[src/rtl/uart8.sv]
// Full-duplex 8N1 UART. The receiver oversamples 16x behind a 2-flop synchronizer; the
// transmitter holds each bit for CLOCK_RATE/BAUD_RATE clocks.
module uart8 #(
  parameter int unsigned CLOCK_RATE = 100000000,
  parameter int unsigned BAUD_RATE  = 9600
) (
  input  logic       clk,
  input  logic       reset,
  input  logic       rxEn,
  input  logic       rx,
  output logic       rxBusy,
  output logic       rxDone,
  output logic       rxErr,
  output logic [7:0] out,
  input  logic       txEn,
  input  logic       txStart,
  input  logic [7:0] in,
  output logic       txBusy,
  output logic       txDone,
  output logic       tx
);

  localparam int unsigned RxDiv  = CLOCK_RATE / (BAUD_RATE * 16);
  localparam int unsigned TxDiv  = CLOCK_RATE / BAUD_RATE;
  localparam int unsigned RxDivW = $clog2(RxDiv + 1);
  localparam int unsigned TxDivW = $clog2(TxDiv + 1);

  typedef enum logic [1:0] {StIdle, StStart, StData, StStop} state_e;

  // Receiver
  state_e              rx_state_q;
  logic                rx_s1_q, rx_s2_q, rx_prev_q;
  logic [RxDivW-1:0]   rx_div_q;
  logic [3:0]          rx_tick_q;
  logic [2:0]          rx_bit_q;
  logic [7:0]          rx_shift_q;
  logic [7:0]          out_q;
  logic                rx_done_q, rx_err_q;
  logic                rx_tick, rx_fall;

  assign rx_tick = (rx_div_q == RxDivW'(RxDiv - 1));
  assign rx_fall = rx_prev_q & ~rx_s2_q;

  always_ff @(posedge clk or posedge reset) begin
    if (reset) begin
      rx_state_q <= StIdle;
      rx_s1_q    <= 1'b1;
      rx_s2_q    <= 1'b1;
      rx_prev_q  <= 1'b1;
      rx_div_q   <= '0;
      rx_tick_q  <= '0;
      rx_bit_q   <= '0;
      rx_shift_q <= '0;
      out_q      <= '0;
      rx_done_q  <= 1'b0;
      rx_err_q   <= 1'b0;
    end else begin
      rx_s1_q   <= rx;
      rx_s2_q   <= rx_s1_q;
      rx_prev_q <= rx_s2_q;
      rx_done_q <= 1'b0;
      rx_err_q  <= 1'b0;
      rx_div_q  <= (rx_state_q == StIdle || rx_tick) ? '0 : rx_div_q + 1'b1;
      if (rx_tick) rx_tick_q <= rx_tick_q + 4'd1;
      if (!rxEn) begin
        rx_state_q <= StIdle;
        rx_tick_q  <= '0;
      end else begin
        unique case (rx_state_q)
          StIdle: begin
            rx_tick_q <= '0;
            // rx_prev_q must be high, so a low stop bit cannot re-arm until rx returns high
            if (rx_fall) rx_state_q <= StStart;
          end
          StStart: begin
            if (rx_tick && rx_tick_q == 4'd7) begin
              rx_tick_q <= '0;
              if (!rx_s2_q) begin
                rx_state_q <= StData;
                rx_bit_q   <= '0;
              end else begin
                rx_err_q   <= 1'b1;
                rx_state_q <= StIdle;
              end
            end
          end
          StData: begin
            if (rx_tick && rx_tick_q == 4'd15) begin
              rx_shift_q <= {rx_s2_q, rx_shift_q[7:1]};
              rx_bit_q   <= rx_bit_q + 3'd1;
              if (rx_bit_q == 3'd7) rx_state_q <= StStop;
            end
          end
          StStop: begin
            if (rx_tick && rx_tick_q == 4'd15) begin
              if (rx_s2_q) begin
                out_q     <= rx_shift_q;
                rx_done_q <= 1'b1;
              end else begin
                rx_err_q  <= 1'b1;
              end
              rx_state_q <= StIdle;
            end
          end
          default: rx_state_q <= StIdle;
        endcase
      end
    end
  end

  assign rxBusy = (rx_state_q != StIdle);
  assign rxDone = rx_done_q;
  assign rxErr  = rx_err_q;
  assign out    = out_q;

  // Transmitter
  state_e            tx_state_q;
  logic [TxDivW-1:0] tx_div_q;
  logic [2:0]        tx_bit_q;
  logic [7:0]        tx_data_q;
  logic              tx_q, tx_done_q;
  logic              tx_end;

  assign tx_end = (tx_div_q == TxDivW'(TxDiv - 1));

  always_ff @(posedge clk or posedge reset) begin
    if (reset) begin
      tx_state_q <= StIdle;
      tx_div_q   <= '0;
      tx_bit_q   <= '0;
      tx_data_q  <= '0;
      tx_q       <= 1'b1;
      tx_done_q  <= 1'b0;
    end else begin
      tx_done_q <= 1'b0;
      tx_div_q  <= tx_end ? '0 : tx_div_q + 1'b1;
      if (!txEn) begin
        tx_state_q <= StIdle;
        tx_q       <= 1'b1;
        tx_div_q   <= '0;
      end else begin
        unique case (tx_state_q)
          StIdle: begin
            tx_div_q <= '0;
            if (txStart) begin
              tx_data_q  <= in;
              tx_q       <= 1'b0;
              tx_state_q <= StStart;
            end
          end
          StStart: begin
            if (tx_end) begin
              tx_q       <= tx_data_q[0];
              tx_data_q  <= {1'b0, tx_data_q[7:1]};
              tx_bit_q   <= '0;
              tx_state_q <= StData;
            end
          end
          StData: begin
            if (tx_end) begin
              if (tx_bit_q == 3'd7) begin
                tx_q       <= 1'b1;
                tx_state_q <= StStop;
              end else begin
                tx_q      <= tx_data_q[0];
                tx_data_q <= {1'b0, tx_data_q[7:1]};
                tx_bit_q  <= tx_bit_q + 3'd1;
              end
            end
          end
          StStop: begin
            if (tx_end) begin
              tx_done_q  <= 1'b1;
              tx_state_q <= StIdle;
            end
          end
          default: tx_state_q <= StIdle;
        endcase
      end
    end
  end

  assign txBusy = (tx_state_q != StIdle);
  assign txDone = tx_done_q;
  assign tx     = tx_q;

endmodule

[config.mk]
export PLATFORM = sky130hd
export DESIGN_NAME = uart8
export DESIGN_NICKNAME = d
export VERILOG_FILES = /design/src/rtl/uart8.sv
export SDC_FILE = /design/constraint.sdc
export NUM_CORES = 1
export LEC_CHECK = 0
export CORE_MARGIN = 3
export CORE_UTILIZATION = 45
export DETAILED_ROUTE_END_ITERATION = 16
export GPL_TIMING_DRIVEN = 0
export SYNTH_ARGS = -nofsm -noshare
export SYNTH_HDL_FRONTEND = slang
export SYNTH_SLANG_ARGS = --single-unit
[constraint.sdc]
create_clock -name clk -period 3.33 [get_ports clk]
set_clock_uncertainty 0.1 [all_clocks]
set_input_delay 0.4995 -clock clk [delete_from_list [all_inputs] [get_ports clk]]
set_output_delay 0.4995 -clock clk [all_outputs]
set_load 0.02 [all_outputs]
==> results.md <==
CTS:
- Once the clock tree was built, the setup fixing pass inserted 0 buffers.
- CTS placed an instance of sky130_fd_sc_hd__clkbuf_8 at the clock tree root.
- The maximum number of buffers from clock root to sink is 2.
- The number of hold-repair buffers added at the cts stage is 0.
- TritonCTS built the clock tree.
- The clock reaches the later pin of the worst-skew pair after about 0.34 ns.
- The clock input transition at the sequential cells of the worst setup and hold paths is around 0.08 ns.
- The TritonCTS sink count is slightly below 70.
- The CTS H-tree depth is 3.
- Gates resized during post-CTS repair numbered 0.
- The total clock buffers created by CTS is 9.

Drt:
- The pre-antenna-repair detailed-routing pass consisted of 4 iterations.
- After detailed routing, the number of vias per cell comes to slightly above 5.
- The first-iteration detailed-routing DRC count is 73.
- The routed design has 5.75 mm of wire.
- The total DRC errors in the routed layout is 0.
- The detail route stage leaves a number of antenna-violating nets equal to 0.
- The average wire per cell in the routed design is 13.2 um.
- The count of vias placed by the detailed router is roughly 2300.

Global routing:
- In the global route stage, overall resource usage came out at 0.150.
- Entering global routing, the biggest net connects 70 pins.
- The global-route wire length before repair is slightly above 10 mm.
- The global route total overflow is 0.
- The number of global-route vias before repair came to 2241.
- The initial antenna violation count is 0.

Floorplan:
- The chip width is just over 90 um.
- During I/O placement, the number of pins put on the boundary was 28.
- The total die area is approximately 0.0086 mm^2.
- The starting utilization of the core area is 0.480.
- In this run the core area contains 30 standard-cell rows.
- The core region area is approximately 0.007 mm^2.
- The vertical die dimension is between 90 and 100 um.

Setup path:
- In this run the critical register-to-register path is captured at tx_data_q[7].
- The source of the critical timing path is tx_state_q[0].
- Along the worst path, the maximum fanout reaches 4.
- The endpoint of the worst setup timing path is txBusy.
- For the worst setup path, the data required time is ~2.7 ns.
- STA classifies the critical path endpoint as a primary output.
- The sort of element at the start of the critical path is a flip-flop.
- The worst register-to-register path begins at tx_state_q[0].
- The worst-case register-to-register setup slack is around 1.2 ns.
- The number of cells on the worst reg-to-reg path is 6.
- The start-to-end type of the worst setup path is reg2out.
- The arrival time at the worst endpoint is about 1.8 ns.

Synthesis:
- Counting flops and latches in the post-synthesis netlist gives 69.
- After synthesis the cells add up to 0.00337 mm^2.
- For this run, the number of Yosys warnings is 0.
- The distinct cell type count after synthesis is between 40 and 50.
- Synthesis produced a netlist with a net count of around 320.
- Of the synthesized area, sequential elements account for 0.514.
- Synthesis produced around 300 cells.
- The average instance in the mapped netlist occupies about 11 um^2.

Outcome:
- The run finished with clean final reports.

STA:
- The peak clock frequency supported by timing is 0.417 GHz.
- Setup violations remaining at the end of the flow were counted as 0.
- The final max-slew violation count is 0.
- Subtracting the final worst setup slack from the clock period gives between 2 and 2.5 ns.
- In the post-route analysis, the smallest setup slack over all paths is a little over 0.9 ns.
- Setup repair after global routing left no endpoint under its margin.
- The relative slew slack is 0.454.
- Final hold analysis gives a worst-case slack of around 0.26 ns.
- The number of hold violations in the final report is 0.
- The transition time at the pin with the least slew margin is 0.818 ns.
- In the finished design, the share of the clock period the worst path needs comes to 0.720.

Flow run:
- Across the run, the number of max-cap violations was 0.

Placed design:
- The setup slack at placement is about 0.97 ns.
- The routability congestion estimate from global placement is around 0.81.
- The wire-length estimate of the detail-placed layout is about 4 mm.
- The count of buffers added on input and output ports is 26.

Final layout:
- Of the cells placed in the final design, the portion with a size suffix greater than 1 is 0.198.
- The layout has between 600 and 700 filler cells.
- The count of inserted antenna diode cells is 0.
- Leaving out fill and tap cells, the most frequent cell in the layout is sky130_fd_sc_hd__dfrtp_1.
- The area growth from synthesis to layout is 17.2%.
- The core occupancy in the finished layout is 0.562.
- The top cell types in the final layout, fill and taps aside, are sky130_fd_sc_hd__dfrtp_1 (65), sky130_fd_sc_hd__mux2_2 (33), sky130_fd_sc_hd__nor2_1 (29), sky130_fd_sc_hd__clkdlybuf4s50_1 (26), sky130_fd_sc_hd__nand2_1 (25).
- The total number of nets in the final design is 360.

Pwr:
- In this run the power density over the cells is around 550 mW/mm^2.
- Summed over all cells, the static leakage comes to 1.75 nW.
- The worst ir drop on vdd is approximately 0.32 mV.

Worst hold path:
- The min-delay analysis places its worst path in the category reg2reg.
==> critical path, cell delays in order, from the launching register on <==
cell	delay, ns
sky130_fd_sc_hd__dfrtp_1	0.41
sky130_fd_sc_hd__inv_1	0.09
sky130_fd_sc_hd__ha_1	0.24
sky130_fd_sc_hd__inv_1	0.11
sky130_fd_sc_hd__clkdlybuf4s50_1	0.61
==> synthesized netlist by cell type, drive strengths merged <==
cell      n  area (um^2)
a211oi    1         7.51
a21oi    10         61.3
a22o      2         17.5
a31oi     1         6.26
and2      3         21.3
and3      5         36.3
and3b     1         8.76
and4      5         43.8
and4bb    1         16.3
buf       3         27.5
clkbuf    3         11.3
dfrtp    65         1630
dfstp     4          105
ha       12          150
inv      13         48.8
mux2     33          372
mux2i     5         50.1
nand2    25         93.8
nand2b    2         12.5
nand3    14         82.6
nand4     7         65.1
nand4bb   1         11.3
nor2     29          109
nor2b     2         12.5
nor3      7         35.0
nor3b     2         15.0
nor4      3         33.8
o2111ai   1         8.76
o211ai    1         7.51
o21ai     6         30.0
o22ai     1         6.26
o31ai     3         22.5
or2       2         12.5
or3       3         18.8
or4       3         22.5
xnor2     7         61.3
xor2     11         96.3
==> report_power, final <==
| group | leakage [nW] | switching [mW] | internal, mW |
|---|---|---|---|
| clock | 0.100 | 0.335 | 0.350 |
| combinational | 0.728 | 0.267 | 0.264 |
| sequential | 0.920 | 0.0523 | 0.920 |
| total | 1.75 | 0.655 | 1.53 |
==> through the flow <==
stage	cell area, um^2	TNS, ns	std cells	total power, mW
finish	3950	0	435	2.19
global route	3950	0	435	2.32
CTS	3950	0	435	2.23
detailed placement	3750	0	419	1.53
global placement	3750	-15.00	419	1.52
floorplan	3370	0	297	1.39
==> how the worst min path moves through the flow <==
stage	startpoint	endpoint	slack, ns	depth (start not counted)
final	rx_s1_q	rx_s2_q	0.26	0
after global routing	rx_s1_q	rx_s2_q	0.27	0
after global placement	rx_s1_q	rx_s2_q	0.25	0
after detailed placement	rx_s1_q	rx_s2_q	0.26	0
after floorplan	rx_s1_q	rx_s2_q	0.25	0
after CTS	rx_s1_q	rx_s2_q	0.27	0
==> cell families after synthesis <==
family	after synthesis	share of synthesized area
flip-flops	69	0.514
XOR/XNOR	18	0.0468
AND/OR/NAND/NOR	115	0.193
buffers and inverters	19	0.0260
AO/OA/AOI/OAI	26	0.0498
adder cells (fa/ha/maj)	12	0.0446
multiplexers	38	0.125
==> sequential cells by signal (all words and copies together), names as in the netlist, 2 cells and up <==
signal      cells
tx_div_q       14
rx_div_q       10
out             8
rx_shift_q      8
tx_data_q       8
rx_tick_q       4
rx_bit_q        3
tx_bit_q        3
rx_state_q      2
tx_state_q      2
==> layer usage <==
metal | global-route usage | routed length, um | vias to the layer above
met5 | 0 | 0 | -
met4 | 0.0668 | 96 | 0
met3 | 0.0357 | 196 | 9
met2 | 0.234 | 2690 | 38
met1 | 0.197 | 2770 | 1088
li1 | - | - | 1126
==> final cells by class <==
class / instances / area, um^2 / area share
tap: 96 / 120 / 0.0304
sequential: 69 / 1730 / 0.439
clock buffer: 9 / 124 / 0.0314
multi-input combinational: 209 / 1550 / 0.392
clock inverter: 7 / 73.8 / 0.0187
inverter: 13 / 51.3 / 0.0130
buffer: 6 / 38.8 / 0.00983
timing repair buffer: 26 / 260 / 0.0659
Power figures use the tool's default switching activity.
